## config.mk

```make
export PLATFORM = sky130hd
export DESIGN_NAME = bmem_read_assembler
export DESIGN_NICKNAME = d
export VERILOG_FILES = /design/src/rtl/bmem_read_assembler.sv
export SDC_FILE = /design/constraint.sdc
export NUM_CORES = 2
export LEC_CHECK = 0
export BUFFER_PORTS_ARGS = -buffer_cell sky130_fd_sc_hd__buf_2
export CAP_MARGIN = 25
export CELL_PAD_IN_SITES_DETAIL_PLACEMENT = 1
export CELL_PAD_IN_SITES_GLOBAL_PLACEMENT = 1
export CORE_ASPECT_RATIO = 0.9
export CORE_MARGIN = 3
export CORE_UTILIZATION = 37
export CTS_BUF_LIST = sky130_fd_sc_hd__clkbuf_16
export DETAILED_ROUTE_END_ITERATION = 8
export GPL_TIMING_DRIVEN = 0
export PLACE_DENSITY_LB_ADDON = 0.1
export SLEW_MARGIN = 10
export SYNTH_ARGS = -nofsm -noshare
export SYNTH_HDL_FRONTEND = slang
export SYNTH_SLANG_ARGS = --single-unit
```

## constraint.sdc

```tcl
create_clock -name clk -period 2.44 [get_ports clk]
set_clock_uncertainty 0.05 [all_clocks]
set_input_delay 0.488 -clock clk [delete_from_list [all_inputs] [get_ports clk]]
set_output_delay 0.488 -clock clk [all_outputs]
set_load 0.02 [all_outputs]
```

## src/rtl/bmem_read_assembler.sv

```systemverilog
// ----------------------------------------------------------------------------
// bmem_read_assembler: tracks granted bmem reads in order and assembles the
// returned beats into cache lines for the instr or data cache.
// Revision: 1.0
// ----------------------------------------------------------------------------
`default_nettype none

module bmem_read_assembler #(
  parameter int BURST_LEN = 4,
  parameter int TAG_DEPTH = 4,
  localparam int LINE_W = 64 * BURST_LEN,
  localparam int BW = $clog2(BURST_LEN),
  localparam int PW = $clog2(TAG_DEPTH),
  localparam int CW = PW + 1
) (
  input  logic              clk,
  input  logic              rst_n,
  input  logic              req_valid,
  input  logic              req_src,
  input  logic [31:0]       req_addr,
  output logic              req_ready,
  input  logic              bmem_rvalid,
  input  logic [31:0]       bmem_raddr,
  input  logic [63:0]       bmem_rdata,
  output logic              instr_line_valid,
  output logic [31:0]       instr_line_addr,
  output logic [LINE_W-1:0] instr_line_data,
  output logic              data_line_valid,
  output logic [31:0]       data_line_addr,
  output logic [LINE_W-1:0] data_line_data,
  output logic [CW-1:0]     outstanding,
  output logic              resp_err
);

  logic                       tag_src_q  [TAG_DEPTH];
  logic                       tag_src_d  [TAG_DEPTH];
  logic [31:0]                tag_addr_q [TAG_DEPTH];
  logic [31:0]                tag_addr_d [TAG_DEPTH];
  logic [PW-1:0]              wr_ptr_q, wr_ptr_d;
  logic [PW-1:0]              rd_ptr_q, rd_ptr_d;
  logic [CW-1:0]              count_q, count_d;
  logic [BW-1:0]              beat_q, beat_d;
  logic [BURST_LEN-1:0][63:0] buf_q, buf_d;
  logic                       instr_valid_q, instr_valid_d;
  logic [31:0]                instr_addr_q, instr_addr_d;
  logic [LINE_W-1:0]          instr_data_q, instr_data_d;
  logic                       data_valid_q, data_valid_d;
  logic [31:0]                data_addr_q, data_addr_d;
  logic [LINE_W-1:0]          data_data_q, data_data_d;
  logic                       err_q, err_d;

  logic        head_src;
  logic [31:0] head_addr;
  logic        empty, full, beat_acc, pop, push, addr_bad;

  always_comb begin
    head_src  = tag_src_q[rd_ptr_q];
    head_addr = tag_addr_q[rd_ptr_q];
    empty     = (count_q == '0);
    full      = (count_q == CW'(TAG_DEPTH));
    beat_acc  = bmem_rvalid & ~empty;
    pop       = beat_acc & (beat_q == BW'(BURST_LEN - 1));
    // A completing burst frees its slot in the same cycle, so a full FIFO can still accept.
    req_ready = ~full | pop;
    push      = req_valid & req_ready;
    addr_bad  = beat_acc & (beat_q == '0) & ((bmem_raddr & ~32'h1F) != head_addr);

    tag_src_d     = tag_src_q;
    tag_addr_d    = tag_addr_q;
    wr_ptr_d      = wr_ptr_q;
    rd_ptr_d      = rd_ptr_q;
    count_d       = count_q + CW'(push) - CW'(pop);
    beat_d        = beat_q;
    buf_d         = buf_q;
    instr_valid_d = 1'b0;
    instr_addr_d  = instr_addr_q;
    instr_data_d  = instr_data_q;
    data_valid_d  = 1'b0;
    data_addr_d   = data_addr_q;
    data_data_d   = data_data_q;
    err_d         = err_q | (req_valid & ~req_ready) | (bmem_rvalid & empty) | addr_bad;

    if (push) begin
      tag_src_d[wr_ptr_q]  = req_src;
      tag_addr_d[wr_ptr_q] = req_addr & ~32'h1F;
      wr_ptr_d             = wr_ptr_q + PW'(1);
    end

    if (beat_acc) begin
      buf_d[beat_q] = bmem_rdata;
      beat_d        = beat_q + BW'(1);
    end

    if (pop) begin
      rd_ptr_d = rd_ptr_q + PW'(1);
      if (head_src) begin
        data_valid_d = 1'b1;
        data_addr_d  = head_addr;
        data_data_d  = buf_d;
      end else begin
        instr_valid_d = 1'b1;
        instr_addr_d  = head_addr;
        instr_data_d  = buf_d;
      end
    end
  end

  always_ff @(posedge clk) begin
    if (!rst_n) begin
      for (int i = 0; i < TAG_DEPTH; i++) begin
        tag_src_q[i]  <= 1'b0;
        tag_addr_q[i] <= '0;
      end
      wr_ptr_q      <= '0;
      rd_ptr_q      <= '0;
      count_q       <= '0;
      beat_q        <= '0;
      buf_q         <= '0;
      instr_valid_q <= 1'b0;
      instr_addr_q  <= '0;
      instr_data_q  <= '0;
      data_valid_q  <= 1'b0;
      data_addr_q   <= '0;
      data_data_q   <= '0;
      err_q         <= 1'b0;
    end else begin
      tag_src_q     <= tag_src_d;
      tag_addr_q    <= tag_addr_d;
      wr_ptr_q      <= wr_ptr_d;
      rd_ptr_q      <= rd_ptr_d;
      count_q       <= count_d;
      beat_q        <= beat_d;
      buf_q         <= buf_d;
      instr_valid_q <= instr_valid_d;
      instr_addr_q  <= instr_addr_d;
      instr_data_q  <= instr_data_d;
      data_valid_q  <= data_valid_d;
      data_addr_q   <= data_addr_d;
      data_data_q   <= data_data_d;
      err_q         <= err_d;
    end
  end

  assign instr_line_valid = instr_valid_q;
  assign instr_line_addr  = instr_addr_q;
  assign instr_line_data  = instr_data_q;
  assign data_line_valid  = data_valid_q;
  assign data_line_addr   = data_addr_q;
  assign data_line_data   = data_data_q;
  assign outstanding      = count_q;
  assign resp_err         = err_q;

endmodule

`default_nettype wire

```

==> impl_metrics.yaml <==
timing:
  fin_crit_sh: 1.02
  rsz0062_at_grt: "yes"
  fmax_ghz: 0.403
  final_hold_viol_count: 0
  slew_headroom: 0.436
  setup_slack_ns: -0.0417
  slew_viol_final: 0
  period_needed_ns: 2.48
  setup_viol_count_final: 1
  worst_slew_pin_slew_ns: 0.847
  holdWs_ns: 0.0657
final_layout:
  layout.nets: 4303
  syn2layout_area_growth_pct: 26.2
  finish.utilization: 0.474
  postLayoutCellArea_um2: 41800
  drive_above_1_share: 0.256
  fill_cells: 10200
routing:
  vias: 27800
  via_per_inst: 5.15
  drc: 0
  drt-initial-drc-count: 1543
  met1Wirelength_um: 60500
  routedWlPerCell_um: 25.5
  top_layer: "met5"
  dr_wl_met2_um: 65400
  route.met3.wl_um: 7860
  firstDrtPassIters: 5
  wirelength_um: 138000
  drtAntennaViolNets: 0
synth:
  synth_edf_count: 0
  avgSynthCellArea_um2: 9.93
  synthTopCellsByArea: "dfxtp_1 53%, o211a_1 12%, nand2_1 11%"
  syn_inst: 3332
  synth.distinct_cells: 33
  synthesis.area_um2: 33100
  ys_ff_latch: 882
  async_reset_ff_frac: 0
  synthFlopType: "dfxtp_1"
  ys_seq_area_frac: 0.533
  synth_area_leader_cell: "dfxtp_1"
  ys_warn_count: 0
  synthDominantCellAreaShare: 0.533
clocking:
  path_clk_slew_ns: 0.06
  clk_latency_ns: 0.66
  cts_buffers: 96
  cts_buffer_depth: 3
  htree_levels: 3
  cts_root_buf: "clkbuf_16"
  holdBufCountCts: 0
  tritoncts: "built"
  cts.sinks: 882
critical_path:
  critPathSlowestCell: "dfxtp_4"
  crit_start: "outstanding[0]"
  r2r-end: "outstanding[2]"
  required_ns: 2.93
  worst_r2r_startpoint: "outstanding[0]"
  start_kind: "flop"
  crit_path_end_kind: "flop"
  r2r_slack_ns: -0.04
  crit_fanout: 6
  crit_chain: "o31a_1 > buf_8 > nand2_4 > inv_4 > clkbuf_1 > ha_1 > inv_1 > ha_1 > inv_1 > fa_2 > xnor2_2 > xnor2_1 > and2_1"
  worst-setup-path-type: "reg2reg"
  slowest_delay_ns: 0.37
  r2r_cells: 13
  arrival_ns: 2.98
  endpoint: "outstanding[2]"
global_routing:
  grt_pass1_wl_um: 195000
  grt_pass1_vias: 27500
  grt_overflow: 0
  antenna_found_initial: 10
  track_usage: 0.284
  grt_max_degree: 20
power:
  powerDensity_nw_per_um2: 784
  vdd_drop_max_mv: 0.573
  p_leak_uw: 0.0230
die:
  die_area_um2: 93100
  rows: 103
  die_h_um: 290
  die_x_um: 321
  initial_core_util: 0.375
  fp.coreArea_um2: 88100
  ios: 716
worst_hold_path:
  holdPathStages: 3
  hold_class: "in2reg"
flow_run:
  max_cap_violations: 0
run_status:
  outcome: "finished with violations"
  violations: "setup timing"
placement:
  gp_congestion: 0.841
  dp_hpwl_um: 104000
  numPortBuffers: 694
  place_area_um2: 38300
per-layer routing:
| metal | vias to the layer above | GRT usage |
|---|---|---|
| met5 | - | 0 |
| met4 | 4 | 0.0791 |
| met3 | 185 | 0.0640 |
| met2 | 681 | 0.477 |
| met1 | 14000 | 0.367 |
| li1 | 12900 | - |
critical path, delay by kind of cell, from the launching register on:
kind / cells / cell delay (ns)
AO/OA/AOI/OAI: 1 / 0.34
AND/OR/NAND/NOR: 2 / 0.22
flip-flops: 1 / 0.37
buffers and inverters: 5 / 0.41
adder cells (fa/ha/maj): 3 / 0.74
XOR/XNOR: 2 / 0.27
layout make-up:
class,instances,area [um^2],share of cell area
Antenna cell,5,12.5,0.000299
Multi-Input combinational cell,2166,14400,0.345
Sequential cell,882,17700,0.423
Inverter,10,40.0,0.000958
Buffer,281,1450,0.0348
Clock buffer,100,2500,0.0599
Tap cell,1155,1450,0.0346
Clock inverter,76,485,0.0116
Timing Repair Buffer,722,3770,0.0901
synth_stat cells, types with 3 or more instances:
master,count
buf_2,80
xnor2_1,18
nor4_1,4
and2_1,9
nand4_1,3
a21boi_0,294
nor2_1,4
mux4_2,21
clkbuf_1,188
dfxtp_1,882
and3_1,5
o211a_1,384
nor2b_1,196
nand2_1,983
buf_4,10
ha_1,10
xor2_1,15
mux2i_1,192
mux4_1,7
inv_1,10
buf_1,4
cell usage in the layout (no fill, tap or decap), types with 2 or more instances in the layout:
master	synthesis	routed
a21oi_1	2	2
nor2_4	0	2
clkinv_2	0	17
xnor2_1	18	17
inv_1	10	36
clkbuf_1	188	115
nand2_4	0	4
buf_4	10	35
clkbuf_16	0	100
ha_1	10	9
mux2i_1	192	170
o211a_1	384	384
dfxtp_4	0	4
buf_6	1	10
nor2_1	4	2
diode_2	0	5
clkbuf_2	0	57
dfxtp_1	882	876
and2_1	9	8
clkinv_1	0	23
a21boi_0	294	294
conb_1	1	10
nand4_1	3	3
nor4_1	4	2
mux2i_2	0	22
xor2_1	15	15
clkbuf_4	0	23
dfxtp_2	0	2
mux4_1	7	2
and3_1	5	4
buf_8	0	12
nor4_2	0	2
nand2_1	983	978
bufinv_16	0	6
nor2b_1	196	196
buf_2	80	750
mux4_2	21	26
state kept, by name, indices dropped and copies added (netlist names), 2 cells and up:
name and count:
tag_src_q 4, beat_q 2, wr_ptr_q 2, rd_ptr_q 2, tag_addr_q 108, data_line_data 256, buf_q 192, instr_line_data 256
instr_line_addr 27, outstanding 3, data_line_addr 27
stage by stage:
stage	total power, uW	setup WS [ns]	std cells	setup TNS (ns)
2_1_floorplan	17300	0.0173	3341	0
3_3_place_gp	18600	-1.50	5190	-684.96
3_5_place_dp	18600	-1.25	5203	-481.10
4_1_cts	32800	-0.0512	5391	-0.0512
5_1_grt	33900	-0.174	5394	-0.174
6_report	32700	-0.0417	5397	-0.0417
timing repair:
item | in CTS | in global routing
gates resized for setup | 98 | 110
endpoints found under the hold margin | 0 | 0
buffers inserted | 14 | 1
pin swaps | 8 | 1
endpoints found under the setup margin | 697 | 396
worst min-delay path by stage:
| stage | startpoint | endpoint | slack [ns] |
|---|---|---|---|
| floorplan | tag_addr_q[71] | tag_addr_q[71] | 0.39 |
| global placement | instr_line_data[244] | instr_line_data[244] | 0.40 |
| detailed placement | data_line_data[192] | data_line_data[192] | 0.40 |
| CTS | req_addr[11] | tag_addr_q[107] | 0.03 |
| global route | req_addr[9] | tag_addr_q[9] | 0.04 |
| finish | req_addr[11] | tag_addr_q[107] | 0.07 |
cell families after synthesis:
kind of cell               synth area share
buffers and inverters                0.0376
adders and majority gates           0.00439
DFF                                   0.533
xor gates and xnor gates            0.00873
AOI/OAI and AO/OA                     0.184
and+or+nand+nor                       0.154
other                              0.000113
muxes                                0.0779
power by group:
group / switching, uW / internal (uW) / total [uW]
clock: 6150 / 7990 / 14100
sequential: 209 / 14900 / 15100
combinational: 2230 / 1290 / 3520
Note: power is estimated with default switching activity, not from simulation.
